**src/rtl/floppy_pkg.sv**
```systemverilog
// Shared definitions for the floppy head-positioning blocks: track geometry,
// step-direction encoding and the seek sequencer state encoding.
package floppy_pkg;

    localparam int TRK_W     = 7;
    localparam int MAX_TRACK = 79;

    localparam logic DIR_IN  = 1'b1;  // toward higher track numbers
    localparam logic DIR_OUT = 1'b0;  // toward track 0

    typedef enum logic [2:0] {
        S_IDLE,
        S_DIR_SETUP,
        S_STEP_HI,
        S_STEP_LO,
        S_CHECK,
        S_SETTLE,
        S_FINISH
    } seek_state_e;

    // Targets beyond the last physical track are pulled back onto it.
    function automatic logic [TRK_W-1:0] clamp_track(input logic [TRK_W-1:0] trk);
        return (trk > TRK_W'(MAX_TRACK)) ? TRK_W'(MAX_TRACK) : trk;
    endfunction

endpackage

```
**src/rtl/seek_timer.sv**
```systemverilog
// Shared wait-state down-counter. Loading N makes expire_o pulse in the N-th
// cycle after the load, so a state entered with the load lasts exactly N cycles.
module seek_timer #(
    parameter int CNT_W = 8
) (
    input  logic             clk,
    input  logic             rst_n,
    input  logic             load_i,
    input  logic [CNT_W-1:0] count_i,
    output logic             expire_o
);

    logic [CNT_W-1:0] cnt_q;
    logic             run_q;

    // Count down from the loaded value and stop after reaching zero.
    // NOTE: sequential state uses non-blocking assignments so every flop samples pre-edge values.
    always_ff @(posedge clk or negedge rst_n) begin
        if (!rst_n) begin
            cnt_q <= '0;
            run_q <= 1'b0;
        end else if (load_i) begin
            cnt_q <= count_i - 1'b1;
            run_q <= 1'b1;
        end else if (run_q) begin
            if (cnt_q == '0) run_q <= 1'b0;
            else             cnt_q <= cnt_q - 1'b1;
        end
    end

    assign expire_o = run_q && (cnt_q == '0);

endmodule

```
**src/rtl/head_seek_ctrl.sv**
```systemverilog
// Seek sequencer feeding the debounced step driver: accepts recalibrate/seek
// commands, emits timed step pulses with a direction level and tracks the
// head position, using the track-0 sensor to (re)establish it.
module head_seek_ctrl
    import floppy_pkg::*;
#(
    parameter int STEP_PULSE_CYC  = 48,
    parameter int STEP_PERIOD_CYC = 36000,
    parameter int DIR_SETUP_CYC   = 12,
    parameter int SETTLE_CYC      = 180000,
    parameter int RECAL_LIMIT     = 85
) (
    input  logic             clk,
    input  logic             rst_n,
    input  logic             cmd_valid,
    output logic             cmd_ready,
    input  logic             cmd_recal,
    input  logic [TRK_W-1:0] cmd_track,
    input  logic             tr0,
    output logic             step,
    output logic             dir,
    output logic             busy,
    output logic             done,
    output logic             err,
    output logic [TRK_W-1:0] cur_track,
    output logic             track_valid
);

    localparam int MAX_A   = (STEP_PERIOD_CYC > SETTLE_CYC) ? STEP_PERIOD_CYC : SETTLE_CYC;
    localparam int MAX_B   = (STEP_PULSE_CYC > DIR_SETUP_CYC) ? STEP_PULSE_CYC : DIR_SETUP_CYC;
    localparam int MAX_CYC = (MAX_A > MAX_B) ? MAX_A : MAX_B;
    localparam int CNT_W   = $clog2(MAX_CYC + 1);
    localparam int RC_W    = $clog2(RECAL_LIMIT + 1);
    // The CHECK cycle between STEP_LO and the next STEP_HI is part of the low
    // time, so STEP_LO is one cycle shorter to keep the rising-edge period exact.
    localparam int STEP_LO_CYC = STEP_PERIOD_CYC - STEP_PULSE_CYC - 1;

    seek_state_e       state_q, state_d;
    logic [TRK_W-1:0]  target_q, target_d;
    logic [TRK_W-1:0]  cur_q, cur_d;
    logic [RC_W-1:0]   rcnt_q, rcnt_d;
    logic              recal_q, recal_d;      // currently hunting for track 0
    logic              pend_q, pend_d;        // a seek follows the recal
    logic              stepped_q, stepped_d;  // a step was issued this command
    logic              valid_q, valid_d;
    logic              err_q, err_d;
    logic              dir_q, dir_d;
    logic              step_q, step_d;
    logic              busy_q, busy_d;
    logic              done_q, done_d;
    logic              ready_q, ready_d;
    logic              tr0_meta_q, tr0_s_q;
    logic              timer_load, timer_exp, issue, issue_dir;
    logic [CNT_W-1:0]  timer_count;

    seek_timer #(.CNT_W(CNT_W)) u_timer (
        .clk      (clk),
        .rst_n    (rst_n),
        .load_i   (timer_load),
        .count_i  (timer_count),
        .expire_o (timer_exp)
    );

    // Two-flop synchroniser for the asynchronous track-0 sensor.
    always_ff @(posedge clk or negedge rst_n) begin
        if (!rst_n) begin
            tr0_meta_q <= 1'b0;
            tr0_s_q    <= 1'b0;
        end else begin
            tr0_meta_q <= tr0;
            tr0_s_q    <= tr0_meta_q;
        end
    end

    // State register, head bookkeeping and registered outputs.
    always_ff @(posedge clk or negedge rst_n) begin
        if (!rst_n) begin
            state_q   <= S_IDLE;
            target_q  <= '0;
            cur_q     <= '0;
            rcnt_q    <= '0;
            recal_q   <= 1'b0;
            pend_q    <= 1'b0;
            stepped_q <= 1'b0;
            valid_q   <= 1'b0;
            err_q     <= 1'b0;
            dir_q     <= DIR_OUT;
            step_q    <= 1'b0;
            busy_q    <= 1'b0;
            done_q    <= 1'b0;
            ready_q   <= 1'b0;
        end else begin
            state_q   <= state_d;
            target_q  <= target_d;
            cur_q     <= cur_d;
            rcnt_q    <= rcnt_d;
            recal_q   <= recal_d;
            pend_q    <= pend_d;
            stepped_q <= stepped_d;
            valid_q   <= valid_d;
            err_q     <= err_d;
            dir_q     <= dir_d;
            step_q    <= step_d;
            busy_q    <= busy_d;
            done_q    <= done_d;
            ready_q   <= ready_d;
        end
    end

    // Next-state logic: command acceptance, recal/seek decisions and step timing.
    // NOTE: every variable gets a default up front so no path can infer a latch.
    always_comb begin
        state_d     = state_q;
        target_d    = target_q;
        cur_d       = cur_q;
        rcnt_d      = rcnt_q;
        recal_d     = recal_q;
        pend_d      = pend_q;
        stepped_d   = stepped_q;
        valid_d     = valid_q;
        err_d       = err_q;
        dir_d       = dir_q;
        timer_load  = 1'b0;
        timer_count = '0;
        issue       = 1'b0;
        issue_dir   = dir_q;

        case (state_q)
            S_IDLE: begin
                if (ready_q && cmd_valid) begin
                    target_d  = clamp_track(cmd_track);
                    err_d     = 1'b0;
                    stepped_d = 1'b0;
                    rcnt_d    = '0;
                    recal_d   = cmd_recal || !valid_q;
                    pend_d    = !cmd_recal;
                    state_d   = S_CHECK;
                end
            end
            S_DIR_SETUP: begin
                if (timer_exp) begin
                    state_d     = S_STEP_HI;
                    timer_load  = 1'b1;
                    timer_count = CNT_W'(STEP_PULSE_CYC);
                end
            end
            S_STEP_HI: begin
                if (timer_exp) begin
                    state_d     = S_STEP_LO;
                    timer_load  = 1'b1;
                    timer_count = CNT_W'(STEP_LO_CYC);
                    if (!recal_q) begin
                        if (dir_q == DIR_IN)  cur_d   = cur_q + 1'b1;
                        else if (cur_q != '0) cur_d   = cur_q - 1'b1;
                        else                  valid_d = 1'b0;
                    end
                end
            end
            S_STEP_LO: begin
                if (timer_exp) state_d = S_CHECK;
            end
            S_CHECK: begin
                if (recal_q) begin
                    if (tr0_s_q) begin
                        cur_d   = '0;
                        valid_d = 1'b1;
                        if (pend_q) begin
                            recal_d = 1'b0;
                        end else begin
                            state_d     = S_SETTLE;
                            timer_load  = 1'b1;
                            timer_count = CNT_W'(SETTLE_CYC);
                        end
                    end else if (rcnt_q == RC_W'(RECAL_LIMIT)) begin
                        err_d   = 1'b1;
                        valid_d = 1'b0;
                        state_d = S_FINISH;
                    end else begin
                        issue     = 1'b1;
                        issue_dir = DIR_OUT;
                        rcnt_d    = rcnt_q + 1'b1;
                    end
                end else if (cur_q == target_q) begin
                    if (stepped_q) begin
                        state_d     = S_SETTLE;
                        timer_load  = 1'b1;
                        timer_count = CNT_W'(SETTLE_CYC);
                    end else begin
                        state_d = S_FINISH;
                    end
                end else if (dir_q == DIR_OUT && tr0_s_q && cur_q != '0) begin
                    cur_d = '0;  // sensor says we are at 0: trust it, decide again next cycle
                end else begin
                    issue     = 1'b1;
                    issue_dir = (target_q > cur_q) ? DIR_IN : DIR_OUT;
                end

                if (issue) begin
                    dir_d      = issue_dir;
                    stepped_d  = 1'b1;
                    timer_load = 1'b1;
                    if (issue_dir != dir_q || !stepped_q) begin
                        state_d     = S_DIR_SETUP;
                        timer_count = CNT_W'(DIR_SETUP_CYC);
                    end else begin
                        state_d     = S_STEP_HI;
                        timer_count = CNT_W'(STEP_PULSE_CYC);
                    end
                end
            end
            S_SETTLE: begin
                if (timer_exp) state_d = S_FINISH;
            end
            S_FINISH: state_d = S_IDLE;
            default:  state_d = S_IDLE;
        endcase
    end

    // Output decode from the next state so the outputs come straight from flops.
    always_comb begin
        step_d  = (state_d == S_STEP_HI);
        busy_d  = (state_d != S_IDLE) && (state_d != S_FINISH);
        done_d  = (state_d == S_FINISH);
        ready_d = (state_d == S_IDLE);
    end

    assign cmd_ready   = ready_q;
    assign step        = step_q;
    assign dir         = dir_q;
    assign busy        = busy_q;
    assign done        = done_q;
    assign err         = err_q;
    assign cur_track   = cur_q;
    assign track_valid = valid_q;

endmodule

```
**config.mk**
```make
export PLATFORM = sky130hd
export DESIGN_NAME = head_seek_ctrl
export DESIGN_NICKNAME = d
export VERILOG_FILES = /design/src/rtl/floppy_pkg.sv /design/src/rtl/seek_timer.sv /design/src/rtl/head_seek_ctrl.sv
export SDC_FILE = /design/constraint.sdc
export NUM_CORES = 1
export LEC_CHECK = 0
export CORE_AREA = 2 2 85 87
export CTS_BUF_LIST = sky130_fd_sc_hd__clkbuf_8 sky130_fd_sc_hd__clkbuf_16
export DETAILED_ROUTE_END_ITERATION = 10
export DIE_AREA = 0 0 87 89
export PLACE_DENSITY = 0.75
export REMOVE_ABC_BUFFERS = 1
export SLEW_MARGIN = 20
export SYNTH_ARGS = -nofsm -noshare
export SYNTH_HDL_FRONTEND = slang
export SYNTH_SLANG_ARGS = --single-unit
```
**constraint.sdc**
```tcl
create_clock -name clk -period 3.2 [get_ports clk]
set_input_delay 0.64 -clock clk [delete_from_list [all_inputs] [get_ports clk]]
set_output_delay 0.64 -clock clk [all_outputs]
set_load 0.01 [all_outputs]
```
==> key figures, run 1 <==
Synth
  • Synthesis Warnings: 0
  • Area contributors post-synth: dfrtp_1 (39%), ha_1 (5.3%), nand2_1 (3.5%)
  • Top_reg_cell synth: dfrtp_1
  • Synth top area share: 0.389
  • Post-synth cell types: 75
  • Post-Syn Instances: 367
  • Async SR Flop Fraction: 1.00
  • Yosys reg bits: 55
  • Sequential element share of the synthesized area: 0.389
  • Synthesized area: 0.00354 sq mm
  • Number of synthesized flops with an enable pin: 0
  • Area leader, netlist: dfrtp_1
  • Syn avg cell area: 9.64 sq um

STA
  • Setup Viol. Count Final: 0
  • Final Max Tran Viols: 0
  • Hold slack: 0.377 ns
  • Rel. slew slack: 0.538
  • Skew final: 0.0182 ns
  • Fin Setup TNS: 0 ns
  • Actual slew at the worst max-slew pin: 0.694 ns
  • Setup slack after layout: 0.243 ns
  • Fmax: 338 MHz
  • Fin. Hold Viols: 0
  • Final Cycle Share: 0.924
  • Tmin final: 2.96 ns

Floorplanning
  • Core Area: 0.00672 sq mm
  • Die height: 89 microns
  • Site row count: 30
  • I/O pins: 26
  • DIE AREA: 0.00774 sq mm
  • Die X: 87 microns
  • Starting density of the core: 0.527

CTS
  • Hold Buf Count CTS: 0
  • Clk sink count: 55
  • Worst-Skew Late Latency: 0.31 ns
  • TritonCTS buffer count: 5
  • CTS root buf: clkbuf_8
  • Clock Path Buffers: 2
  • CTS tree: yes
  • # H-tree levels: 2
  • Clock slew at reported path FFs: 0.10 ns

Final layout
  • Ratio of cells with drive above 1 in the final layout: 0.190
  • Ant diodes: 0
  • Post-route insts no fill: 491
  • Final net count: 439
  • Final core occ: 0.614
  • Area growth from synthesis to layout: 16.5%

GRT
  • M1 GR Usage: 0.302
  • Largest net degree at the start of global routing: 56
  • Vias in the first global route: 2895
  • Remaining Overflow, GRT: 0
  • Total GRT Usage: 0.222
  • First-pass GRT wire length: 13.6 mm
  • Initial antenna violation count: 0
  • Met2 Usage GRT: 0.378
  • GRT busiest layer: met2
  • Met3 Track Usage GR: 0.0305

Route
  • DR iter-0 viols: 196
  • Wirelength, routed: 8.30 mm
  • DRT Pass-1 Iters: 4
  • Routed len/inst: 16.9 microns
  • Number of remaining DRC errors: 0
  • Vias/cell: 6.04
  • DRT antenna net count: 0
  • Via count: 2966

Status
  • Status: finished clean

Power and ir drop
  • Static leakage: 1.86 nW
  • Maximum VDD drop: 0.185 mV
  • Cell Pwr Density: 273 mW/mm^2

Worst setup path
  • Crit-path max cell delay: 0.57 ns
  • CP max-delay cell: or4_4
  • CP delay by family, top: simple AND/OR/NAND/NOR gates
  • Crit-path max FO: 6
  • Type of the worst setup path: flip-flop to flip-flop
  • CP bufs+invs: 1
  • Data required time of the critical path: 3.40 ns
  • Crit-path cells: or4_4, nor2_4, and4_4, a211oi_2, a21oi_1, ha_2, nand2_1, nor3_1, buf_4, nand3b_4, nor2_1, xnor2_1, o21ai_1
  • CP arrival: 3.16 ns
  • CP endpoint kind: flip-flop
  • CP Launch Type: flip-flop

Place
  • Post-DP HPWL: 6.03 mm
  • DP Cell Count: 479
  • Worst slack at placement: 0.198 ns
  • RD Place Congestion: 0.880
  • IO Port Bufs: 25

Min path
  • Hold crit path type: flip-flop to flip-flop

Flow run
  • Max Cap Viol: 0
-- through the flow --
step,area [sq um],power [mW]
floorplan,3470,0.712
global placement,3950,0.741
detailed placement,3950,0.742
CTS,4040,1.13
global route,4120,1.16
finish,4120,1.13
-- state kept, by name, indices dropped and copies added, names as in the netlist --
register,cells
u_timer.cnt_q,18
cur_track,7
rcnt_q,7
target_q,7
state_q,3
busy,1
cmd_ready,1
dir,1
done,1
err,1
pend_q,1
recal_q,1
step,1
stepped_q,1
tr0_meta_q,1
tr0_s_q,1
track_valid,1
u_timer.run_q,1
-- metal layers --
metal	share of wire	wire length, microns	vias up
met5	0	0	-
met4	0.015	123	0
met3	0.032	264	11
met2	0.49	4070	60
met1	0.46	3840	1469
li1	-	-	1426
-- worst paths after layout --
path,start,endpoint,slack [ns],cells after the start
min in group asynchronous,rst_n,target_q[3],0.45,2
worst min-delay path,tr0_meta_q,tr0_s_q,0.38,0
worst min register to register,tr0_meta_q,tr0_s_q,0.38,0
worst max-delay path,u_timer.cnt_q[10],u_timer.cnt_q[12],0.24,13
worst max register to register,u_timer.cnt_q[10],u_timer.cnt_q[12],0.24,13
max in group asynchronous,rst_n,cur_track[3],2.26,2
-- placed cells by master, fill, tap and decap left out, drive strengths merged, types with 3 or more instances in the layout --
cell type / synthesis / final
dfrtp: 55 / 55
nand2: 35 / 35
nor2: 32 / 32
o21ai: 32 / 32
a21oi: 25 / 25
clkdlybuf4s50: 0 / 24
buf: 7 / 24
nor3: 19 / 19
nand3: 17 / 17
ha: 15 / 15
inv: 14 / 14
xnor2: 9 / 9
nand4: 8 / 8
xor2: 6 / 6
clkbuf: 4 / 6
nand2b: 5 / 5
a21o: 5 / 5
nor4: 5 / 5
nor2b: 4 / 4
o21a: 4 / 4
o211ai: 4 / 4
nand3b: 4 / 4
mux2i: 3 / 3
or3: 3 / 3
and2: 3 / 3
o21bai: 3 / 3
o22ai: 3 / 3
or4: 3 / 3
a211oi: 3 / 3
mux2: 3 / 3
and4: 3 / 3
a21boi: 3 / 3
-- synthesized netlist by cell type (6+ instances only) --
| cell | number |
|---|---|
| xor2_1 | 6 |
| ha_1 | 15 |
| nand2_1 | 33 |
| nor3_1 | 11 |
| xnor2_1 | 9 |
| a21oi_1 | 23 |
| nand4_1 | 7 |
| inv_1 | 14 |
| nand3_1 | 17 |
| o21ai_0 | 21 |
| o21ai_1 | 8 |
| dfrtp_1 | 55 |
| nor2_1 | 30 |
-- power by group --
part	switching, mW	internal [mW]
Combinational	0.0165	0.0131
Clock	0.228	0.171
Sequential	0.00150	0.696
-- area by class of cell --
cell class                      instances  area [sq um]
Clock inverter                          1          5.00
Clock buffer                            6          82.6
Inverter                               14          52.6
Sequential cell                        55          1380
Tap cell                               80           100
Fill cell                             568          2600
Multi-Input combinational cell        287          2080
Timing Repair Buffer                   48           418
-- kinds of logic (layout without fill, tap and decap cells) --
kind of cell / after synthesis / in the layout / share of synthesized area
and+or+nand+nor: 151 / 151 / 0.258
AOI/OAI and AO/OA: 99 / 99 / 0.204
DFF: 55 / 55 / 0.389
buffers and inverters: 25 / 69 / 0.0343
adders and majority gates: 16 / 16 / 0.0587
xor gates and xnor gates: 15 / 15 / 0.0371
muxes: 6 / 6 / 0.0191
-- repair_timing --
action	4_1_cts	5_1_grt
resized for setup	0	11
buffers inserted	0	5
setup endpoints to repair	0	3
Note: power is estimated with default switching activity, not from simulation.
==> run 2: changes to the inputs <==
- PLACE_DENSITY: 0.75 -> default
- PLACE_DENSITY_LB_ADDON: default -> 0.25
==> key figures, run 2 (synthesis gave the netlist of run 1 again) <==
Final layout
  • Largest reg by FF count: u_timer.cnt_q
  • Ratio of cells with drive above 1 in the final layout: 0.165
  • Filler Cell Count: 573
  • Final net count: 433
  • Max FFs per register: 18
  • Commonest non-fill, non-tap cell in the layout: dfrtp_1
  • Area occupied by multi-input gates: 0.00205 sq mm
  • Final core occ: 0.605
  • Storage cell area: 0.00138 sq mm
  • Ant diodes: 0
  • Design area: 0.00406 sq mm
  • Area growth from synthesis to layout: 14.9%
  • Most frequent cells in the layout: dfrtp_1 (54), nand2_1 (33), nor2_1 (30)

Floorplanning
  • Die height: 89 microns
  • Core Area: 0.00672 sq mm
  • Die X: 87 microns
  • Starting density of the core: 0.527
  • DIE AREA: 0.00774 sq mm
  • I/O pins: 26
  • Site row count: 30

STA
  • Fmax: 334 MHz
  • Setup Viol. Count Final: 0
  • Fin Setup TNS: 0 ns
  • Setup slack after layout: 0.205 ns
  • Rel. slew slack: 0.620
  • Fin. Hold Viols: 0
  • Final Max Tran Viols: 0
  • Actual slew at the worst max-slew pin: 0.568 ns
  • Tmin final: 2.99 ns
  • Final Cycle Share: 0.936
  • Skew final: 0.00605 ns

Worst setup path
  • Crit-path max cell delay: 0.60 ns
  • CP Capture Point: u_timer.cnt_q[12]
  • R2R Setup Slk: 0.21 ns
  • Worst r2r dst: u_timer.cnt_q[12]
  • Type of the worst setup path: flip-flop to flip-flop
  • CP max-delay cell: or4_4
  • Data required time of the critical path: 3.37 ns
  • CP endpoint kind: flip-flop
  • Reg2reg path depth: 13
  • Crit-path max FO: 7
  • Crit path launch: u_timer.cnt_q[9]
  • Crit-path cells: or4_4, nor2_4, and4_4, a211oi_2, a21oi_1, ha_2, nand2_1, nor3_1, buf_4, nand3b_4, nor2_1, xnor2_1, o21ai_1
  • CP arrival: 3.16 ns
  • Worst r2r src: u_timer.cnt_q[9]
  • CP Launch Type: flip-flop

Route
  • DRT Pass-1 Iters: 5
  • Number of remaining DRC errors: 0
  • DR iter-0 viols: 140
  • DRT antenna net count: 0
  • Routed len/inst: 16.2 microns
  • Wirelength, routed: 7.89 mm
  • Via count: 2886
  • Vias/cell: 5.94

GRT
  • Largest net degree at the start of global routing: 56
  • Met3 Track Usage GR: 0.0323
  • M1 GR Usage: 0.311
  • Met2 Usage GRT: 0.368
  • Initial antenna violation count: 0
  • Remaining Overflow, GRT: 0
  • Vias in the first global route: 2845
  • First-pass GRT wire length: 13.7 mm
  • Total GRT Usage: 0.223
  • GRT busiest layer: met2

Power and ir drop
  • Cell Pwr Density: 281 mW/mm^2
  • Maximum VDD drop: 0.184 mV
  • Static leakage: 1.84 nW
  • Total power: 1.14 mW

CTS
  • Clk sink count: 55
  • TritonCTS buffer count: 5
  • Worst-Skew Late Latency: 0.30 ns
  • CTS tree: yes
  • Clock Path Buffers: 2
  • CTS root buf: clkbuf_8
  • Clock slew at reported path FFs: 0.09 ns
  • # H-tree levels: 2

Place
  • RD Place Congestion: 0.861
  • Post-DP HPWL: 5.97 mm
  • IO Port Bufs: 25
  • Worst slack at placement: 0.175 ns
  • Placed cell area: 0.00396 sq mm

Min path
  • Hold crit path type: input port to async pin

Status
  • Status: finished clean

Flow run
  • Max Cap Viol: 0
-- run 2: changes by cell type in the layout (fill, tap and decap cells not counted), moves of 2 or more --
cell,change
dfrtp_2,-2
dfrtp_1,+2
a21oi_2,-2
a21oi_1,+2
buf_4,-7
-- run 2: area by class of cell --
type | count | share of cell area
clock buffer | 7 | 0.0237
clock inverter | 1 | 0.000924
inverter | 14 | 0.0129
multi-input combinational | 287 | 0.504
sequential | 55 | 0.339
tap | 80 | 0.0246
timing repair buffer | 42 | 0.0948
-- run 2: worst min-delay path by stage --
stage / start / endpoint / slack (ns) / cells past startpoint
2_1_floorplan: tr0_meta_q / tr0_s_q / 0.33 / 0
3_3_place_gp: tr0_meta_q / tr0_s_q / 0.33 / 0
3_5_place_dp: tr0_meta_q / tr0_s_q / 0.34 / 0
4_1_cts: rst_n / cur_track[2] / 0.32 / 2
5_1_grt: rst_n / target_q[0] / 0.33 / 2
6_report: rst_n / cur_track[2] / 0.30 / 2
-- run 2: stage by stage --
step	cells	hold WS (ns)
after floorplan	356	0.331
after global placement	478	0.332
after detailed placement	478	0.336
after CTS	486	0.325
after global routing	486	0.334
final	486	0.305
-- run 2: layer usage --
layer | vias up | part of all wire
met1 | 1407 | 0.47
li1 | 1412 | -
met5 | - | 0
met3 | 7 | 0.034
met2 | 60 | 0.49
met4 | 0 | 0.0095
-- run 2: where the power goes --
| group | total, mW | switching (mW) | leakage [nW] | internal [mW] |
|---|---|---|---|---|
| logic | 0.0311 | 0.0162 | 1.09 | 0.0149 |
| clock network | 0.412 | 0.217 | 0.0557 | 0.195 |
| registers | 0.697 | 0.00134 | 0.695 | 0.696 |
| total | 1.14 | 0.235 | 1.84 | 0.905 |
-- run 2: timing repair --
action	4_1_cts	5_1_grt
endpoints found under the hold margin	0	0
resized for setup	0	3
setup endpoints to repair	0	3
setup buffers	0	0
hold buffers	0	0
-- run 2: critical path, delay by kind of cell (launching register included) --
family | cells | cell delay (ns)
and+or+nand+nor | 7 | 1.50
adders and majority gates | 1 | 0.24
buffers and inverters | 1 | 0.16
DFF | 1 | 0.46
xor gates and xnor gates | 1 | 0.13
AOI/OAI and AO/OA | 3 | 0.37
